**src/rtl/pc_pass_monitor.sv**
```systemverilog
// rtl/pc_pass_monitor.sv - fetch-PC test-completion monitor (PASS/FAIL/TIMEOUT)
// Optional PC history trace enabled by defining PC_HIST_EN.
module pc_pass_monitor #(
  parameter int ADDR_W     = 32,
  parameter int CNT_W      = 32,
  parameter int MAX_CYCLES = 2000,
  parameter int HIST_DEPTH = 8,
  localparam int HIST_AW   = (HIST_DEPTH > 1) ? $clog2(HIST_DEPTH) : 1
) (
  input  logic               clk,
  input  logic               rst_n,
  input  logic [ADDR_W-1:0]  pc_current,
  input  logic               start,
  input  logic               clear,
  input  logic [ADDR_W-1:0]  pass_addr,
  input  logic [ADDR_W-1:0]  last_addr,
  input  logic               last_vld,
  input  logic [ADDR_W-1:0]  fail_addr,
  input  logic               fail_en,
  output logic               busy,
  output logic               done,
  output logic               pass,
  output logic               fail,
  output logic               timeout,
  output logic [CNT_W-1:0]   cycle_cnt,
  input  logic [HIST_AW-1:0] hist_idx,
  output logic [ADDR_W-1:0]  hist_pc
);

  typedef enum logic [2:0] {
    S_IDLE    = 3'd0,
    S_RUN     = 3'd1,
    S_PASS    = 3'd2,
    S_FAIL    = 3'd3,
    S_TIMEOUT = 3'd4
  } state_t;

  state_t              state;
  state_t              state_nxt;
  logic [ADDR_W-1:0]   pass_q;
  logic [ADDR_W-1:0]   last_q;
  logic                last_vld_q;
  logic [ADDR_W-1:0]   fail_q;
  logic                fail_en_q;
  logic [ADDR_W-1:0]   prev_pc;
  logic [CNT_W-1:0]    cnt_inc;
  logic                hit_pass;
  logic                hit_fail;

  always_comb begin
    cnt_inc   = cycle_cnt + CNT_W'(1);
    hit_pass  = (pc_current == pass_q) && (!last_vld_q || (prev_pc == last_q));
    hit_fail  = fail_en_q && (pc_current == fail_q);
    state_nxt = state;
    if (start) begin
      state_nxt = S_RUN;
    end else if (clear) begin
      state_nxt = S_IDLE;
    end else if (state == S_RUN) begin
      // Fail outranks pass, and any match on the last budgeted cycle beats timeout.
      if (hit_fail)
        state_nxt = S_FAIL;
      else if (hit_pass)
        state_nxt = S_PASS;
      else if (cnt_inc == CNT_W'(MAX_CYCLES))
        state_nxt = S_TIMEOUT;
    end
  end

  always_ff @(posedge clk or negedge rst_n) begin
    if (!rst_n) begin
      state      <= S_IDLE;
      busy       <= 1'b0;
      done       <= 1'b0;
      pass       <= 1'b0;
      fail       <= 1'b0;
      timeout    <= 1'b0;
      cycle_cnt  <= '0;
      pass_q     <= '0;
      last_q     <= '0;
      last_vld_q <= 1'b0;
      fail_q     <= '0;
      fail_en_q  <= 1'b0;
      prev_pc    <= '0;
    end else begin
      state   <= state_nxt;
      busy    <= (state_nxt == S_RUN);
      done    <= (state_nxt == S_PASS) || (state_nxt == S_FAIL) || (state_nxt == S_TIMEOUT);
      pass    <= (state_nxt == S_PASS);
      fail    <= (state_nxt == S_FAIL);
      timeout <= (state_nxt == S_TIMEOUT);
      if (start) begin
        pass_q     <= pass_addr;
        last_q     <= last_addr;
        last_vld_q <= last_vld;
        fail_q     <= fail_addr;
        fail_en_q  <= fail_en;
        prev_pc    <= pc_current;
        cycle_cnt  <= '0;
      end else if (clear) begin
        cycle_cnt  <= '0;
      end else if (state == S_RUN) begin
        cycle_cnt  <= cnt_inc;
        prev_pc    <= pc_current;
      end
    end
  end

`ifdef PC_HIST_EN
  logic [ADDR_W-1:0]  hist_mem [HIST_DEPTH];
  logic [HIST_AW-1:0] wptr;
  logic [HIST_AW-1:0] rptr;

  // Only PC changes are recorded, so tight loops do not flush the trace.
  always_ff @(posedge clk or negedge rst_n) begin
    if (!rst_n) begin
      wptr <= '0;
      for (int i = 0; i < HIST_DEPTH; i++) hist_mem[i] <= '0;
    end else if (start) begin
      wptr <= '0;
      for (int i = 0; i < HIST_DEPTH; i++) hist_mem[i] <= '0;
    end else if (!clear && (state == S_RUN) && (pc_current != prev_pc)) begin
      hist_mem[wptr] <= pc_current;
      wptr           <= (wptr == HIST_AW'(HIST_DEPTH - 1)) ? '0 : wptr + HIST_AW'(1);
    end
  end

  assign rptr    = wptr - HIST_AW'(1) - hist_idx;
  assign hist_pc = hist_mem[rptr];
`else
  logic unused_hist;
  assign unused_hist = ^hist_idx;
  assign hist_pc     = '0;
`endif

endmodule
```
**config.mk**
```make
export PLATFORM = sky130hd
export DESIGN_NAME = pc_pass_monitor
export DESIGN_NICKNAME = d
export VERILOG_FILES = /design/src/rtl/pc_pass_monitor.sv
export SDC_FILE = /design/constraint.sdc
export NUM_CORES = 1
export LEC_CHECK = 0
export ABC_AREA = 1
export BUFFER_PORTS_ARGS = -buffer_cell sky130_fd_sc_hd__buf_2
export CAP_MARGIN = 40
export CORE_AREA = 2 2 132 134
export DETAILED_ROUTE_END_ITERATION = 8
export DIE_AREA = 0 0 134 136
export GPL_TIMING_DRIVEN = 0
export PLACE_DENSITY = 0.91
export SLEW_MARGIN = 10
export SYNTH_ARGS = -nofsm -noshare
export SYNTH_HDL_FRONTEND = slang
export SYNTH_SLANG_ARGS = --single-unit
```
**constraint.sdc**
```tcl
create_clock -name clk -period 3.05 [get_ports clk]
set_input_delay 0.7625 -clock clk [delete_from_list [all_inputs] [get_ports clk]]
set_output_delay 0.7625 -clock clk [all_outputs]
set_load 0.1 [all_outputs]
```
* Word level (Yosys, flattened, before mapping)
Index checks and enable logic that the tools add are counted.
** Storage, ports and cells
- Word-level logic and storage cells :: 45
- Input port bits :: 137
- Register bits :: 170
- Output and inout bits :: 69
** Operators by class
- $add $sub $neg :: 1
- Reduce and logical (&&, ||, !) cells :: 9
- Multiplexer cells :: 12
- Equality and inequality tests :: 10
** Operators by type and width (number)
- 32-bit 2-to-1 mux :: 6
- 32-bit == test :: 3
- 32-bit by 1-bit adder with 32-bit output, second input constant :: 1
- 32-bit by 11-bit == test with 1-bit output, second input constant :: 1
- 3-bit 2-to-1 mux :: 6
- 3-bit by 1-bit == test with 1-bit output, second input constant :: 2
- 3-bit by 2-bit == test with 1-bit output, second input constant :: 2
- 3-bit == test, second input constant :: 1
- 1-bit logical OR :: 3
- 3-bit nonzero test :: 1
- 1-bit logical AND :: 2
- 2-bit != test, second input constant :: 1
- 2-bit AND reduction :: 1
- 2-bit nonzero test :: 1
- 1-bit logical NOT :: 1

* Longest topological paths before layout
- Word-level depth :: 11
- Depth in mapped cells :: 20

* Worst setup path after synthesis
No wires, ideal clock.
- Path type :: flip-flop to flip-flop
- Start :: reg cycle_cnt[1]
- End :: reg done
- Arrival :: 2.722 ns
- Clock period less this slack :: 2.844 ns
- Stages on the path, launching flop included :: 18
- Slack :: 0.206 ns
- Path buffers :: 0
- Path through :: dfrtp_1 ha_1 nand2_2 nor2_4 nand2_4 nor2_4 nand2_1 nand2_1 nand2_1 inv_2 nand2_1 nor2_2 nand3_1 nor2_1 nand2_1 nand2_2 nor2_1 o21bai_4
** On the way
- Word-level cells in the longest chain between the ends :: 11
** Ends and longest elaborated chain
- start: declaration :: line 25 : output logic [CNT_W-1:0] cycle_cnt,
- start signal: assignment :: line 103 : cycle_cnt <= cnt_inc;
- 32-bit by 1-bit adder with 32-bit output (*) :: line 51 : cnt_inc = cycle_cnt + CNT_W'(1);
- 32-bit by 11-bit == test with 1-bit output (*) :: line 65 : else if (cnt_inc == CNT_W'(MAX_CYCLES))
- 3-bit 2-to-1 mux (*) :: line 65
- 3-bit 2-to-1 mux (*) :: line 63 : else if (hit_pass)
- 3-bit 2-to-1 mux (*) :: line 61 : if (hit_fail)
- 3-bit 2-to-1 mux (*) :: line 59 : end else if (state == S_RUN) begin
- 3-bit 2-to-1 mux (*) :: line 57 : end else if (clear) begin
- 3-bit 2-to-1 mux (*) :: line 55 : if (start) begin
- 3-bit by 2-bit == test with 1-bit output :: line 88 : done <= (state_nxt == S_PASS) || (state_nxt == S_FAIL) || (state_nxt == S_TIMEOUT);
- 1-bit logical OR :: line 88
- 1-bit logical OR (*) :: line 88
- end signal: assignment :: line 88
- end: declaration :: line 21 : output logic done,
Every way passes the cells marked *; elsewhere a longest branch is shown, timed or not.
A chain may end at the register's enable or synchronous reset.

* Final worst setup path
- Start :: in start
- End :: reg prev_pc[16]
** On the way
- Word-level cells in the longest chain between the ends :: 2
** Ends and longest elaborated chain
- start: declaration :: line 13 : input logic start,
- 2-bit != test (no line) or 2-bit nonzero test (tied branches)
- 2-bit AND reduction (no line)
- end signal: assignment :: line 98 : prev_pc <= pc_current;
- end signal: assignment :: line 104 : prev_pc <= pc_current;
- end: declaration :: line 45 : logic [ADDR_W-1:0] prev_pc;
Parallel ways exist; a longest one is shown, timed or not.

==> results.toml <==
[global_routing]
antenna_found_initial = 1
grt_max_degree = 94
grt_use_total_pct = 28.0
grtUsageMet3_pct = 5.70
use_met1_pct = 33.6
grt_pass1_vias = 8637
grt_busiest_layer = "met2"
grt_pass1_wl_mm = 40.0
gr-total-overflow = 0
met2_usage_pct = 48.6

[sta]
finClkSkew_ns = 0.0110
slew_viol_final = 0
max_clock_freq_mhz = 382
period_share_pct = 85.8
rsz0062_at_grt = "no"
finalSetupTns_ns = 0
fin_ws_ns = 0.434
setup_viol = 0
hold_violations = 0
finalCriticalPeriod_ns = 2.62
relSlewSlack_pct = 50.6
worstMarginPinSlew_ns = 0.737

[setup_path]
worst_r2r_path_depth = 20
slowest_delay_ns = 0.57
timing.rr.start = "cycle_cnt[1]$_DFFE_PN0P_"
crit_top_cell = "clkbuf_1"
required_ns = 3.40
path_cells = "clkbuf_1 > clkinv_1 > o21ai_1 > clkbuf_1 > nand2_1 > o21ai_0"
crit_arrival_ns = 2.96
cp_top_family = "buffers and inverters"
crit_buf_inv = 3
critPathSlowestCell = "o21ai_1"
crit_path_max_fanout = 10
crit_type = "primary input to register"
end_kind = "register"
timing.rr.end = "fail$_DFF_PN0_"
worst-r2r-setup-slack_ns = 0.61
startpoint_type = "primary input"

[clock_tree]
hold_buffers = 0
clock_latency_ns = 0.43
clock-root-buffer = "clkbuf_16"
path_clk_slew_ns = 0.07
cts.sinks = 170
cts_buffers = 17
cts_setup_buffers = 0
cts_tree = "built"
ctsResizeCount = 0
clock_path_buffers = 2
cts-htree-levels = 4

[pwr]
p_seq_share_pct = 45.1
switching_power_mw = 1.67
clkPwrFrac_pct = 39.1
vdd_drop_max_uv = 418
switching_share_pct = 29.9
p_int_mw = 3.92
power.leakage_nw = 5.75
cellPowerDensity_nw_per_um2 = 512
p_comb_share_pct = 15.8

[floorplanning]
dieWidth_um = 134
start_util_pct = 53.7
pin_count = 206
fp.dieH_um = 136
core_area_um2 = 16900
die_area_um2 = 18200
placementRows = 48

[detailed_routing]
drt-wirelength-per-cell_um = 14.6
wirelength_mm = 24.5
drtIter0Drc = 637
ant_nets = 0
firstDrtPassIters = 5
drc = 0
vias = 8718
routed_via_density = 5.21

[place]
dp_hpwl_mm = 18.0
dp_cells = 1641
portBuffers = 169
pre_cts_ws_ns = 0.0866
gp_congestion = 0.936

[layout]
drive_gt1_share_pct = 19.1
final_cells = 1674
seq_area_um2 = 4250
layout.nets = 1574
multiInputGateArea_um2 = 3990
utilization_pct = 64.8
syn2layout_area_growth_pct = 20.7
fillCellCount = 1347

[job]
maxCapViolations = 0

[hold_path]
hold_class = "primary input to async pin"

[synthesis]
synth_seq_cells = 170
yosysTopAreaCellShare_pct = 47.0
synth_cells = 1215
synth_area_um2 = 9050
yosysSeqAreaShare_pct = 47.0
yosysTopAreaCell = "dfrtp_1"
avgSynthCellArea_um2 = 7.45
ys_types = 32
synthTopCellsByArea = "dfrtp_1 (47%), nand2_1 (20%), inv_1 (5.8%), o21ai_0 (5.4%), nor2_1 (3.2%)"
ys.warnings.count = 0

[outcome]
status = "complete, no violations"
## sequential cells by signal, summed over array words and instances, names as in the netlist, 3 cells and up
register and count:
prev_pc 32, fail_q 32, pass_q 32, state 3, last_q 32, cycle_cnt 32
## per-stage QoR
step | power [mW] | hold WS [ns] | cell area [um^2]
3_5_place_dp | 3.42 | 0.473 | 10300
2_1_floorplan | 3.13 | 0.436 | 9170
6_report | 5.59 | 0.356 | 10900
4_1_cts | 5.59 | 0.384 | 10900
3_3_place_gp | 3.38 | 0.447 | 10300
5_1_grt | 5.81 | 0.404 | 10900
## cell type report
type	instances	share of cell area, %
sequential	170	38.9
multi-input combinational	862	36.5
timing repair buffer	170	8.08
inverter	150	5.15
clock buffer	18	3.93
buffer	64	3.30
tap	225	2.58
clock inverter	14	1.47
antenna	1	0.0229
## worst max path at each step
stage	cells past startpoint	slack, ns	start	end
after floorplan	17	0.21	cycle_cnt[1]$_DFFE_PN0P_	done$_DFF_PN0_
final	6	0.43	start	prev_pc[16]$_DFFE_PN0P_
after global placement	1	-1.43	rst_n	last_q[24]$_DFFE_PN0P_
after global routing	17	0.30	cycle_cnt[1]$_DFFE_PN0P_	done$_DFF_PN0_
after CTS	5	0.48	start	prev_pc[24]$_DFFE_PN0P_
after detailed placement	5	0.09	start	prev_pc[25]$_DFFE_PN0P_
## cells in the mapped netlist
| cell type | n |
|---|---|
| ha_1 | 2 |
| nor3_1 | 8 |
| buf_1 | 1 |
| clkbuf_1 | 31 |
| nand2_1 | 471 |
| inv_1 | 140 |
| nand3_2 | 2 |
| o22ai_1 | 22 |
| nor2_1 | 77 |
| a21oi_1 | 3 |
| nand2_2 | 6 |
| nor2_8 | 1 |
| xnor2_1 | 24 |
| nand3_1 | 23 |
| dfrtp_1 | 170 |
| o21ai_1 | 3 |
| inv_2 | 7 |
| nand4_1 | 31 |
| nand2_4 | 3 |
| o21bai_4 | 1 |
| o21ai_0 | 98 |
| conb_1 | 1 |
| nor2_2 | 14 |
| nor2_4 | 5 |
| and2_1 | 4 |
| or2_2 | 4 |
| nand3_4 | 1 |
| buf_4 | 32 |
| xor2_1 | 24 |
| nand3b_1 | 2 |
| o21bai_1 | 1 |
| clkinv_1 | 3 |
## power groups by stage
stage / combinational (mW) / sequential (mW) / clock, mW
finish: 0.886 / 2.52 / 2.19
CTS: 0.882 / 2.52 / 2.20
detailed placement: 0.869 / 2.55 / 0
floorplan: 0.580 / 2.55 / 0
global placement: 0.836 / 2.55 / 0
global route: 0.981 / 2.54 / 2.29
## metal layers
metal  vias to the layer above  part of all wire (%)  routed length [um]
li1                       4139                     -                   -
met1                      4059                    39                9530
met2                       441                    50               12200
met3                        79                   7.7                1890
met4                         0                   3.7                 911
met5                         -                     0                   0
## logic make-up (layout without fill, tap and decap cells)
logic type	after synthesis	count (layout)	synth area share (%)
xor+xnor	48	48	4.64
simple gates	652	652	30.3
compound gates	128	128	7.56
fa+ha+maj	2	2	0.276
other cells	1	33	0.0414
flops	170	170	47.0
buf+inv	214	416	10.2
## cells in the final DEF, fill, tap and decap left out, types with 31 or more instances in the layout
cell        n
o21ai_0    98
nand2_1   471
nor2_1     77
buf_2     168
buf_4      32
dfrtp_1   170
inv_1     140
conb_1     32
nand4_1    31
clkbuf_1   32
(Power assumes the default switching activity.)
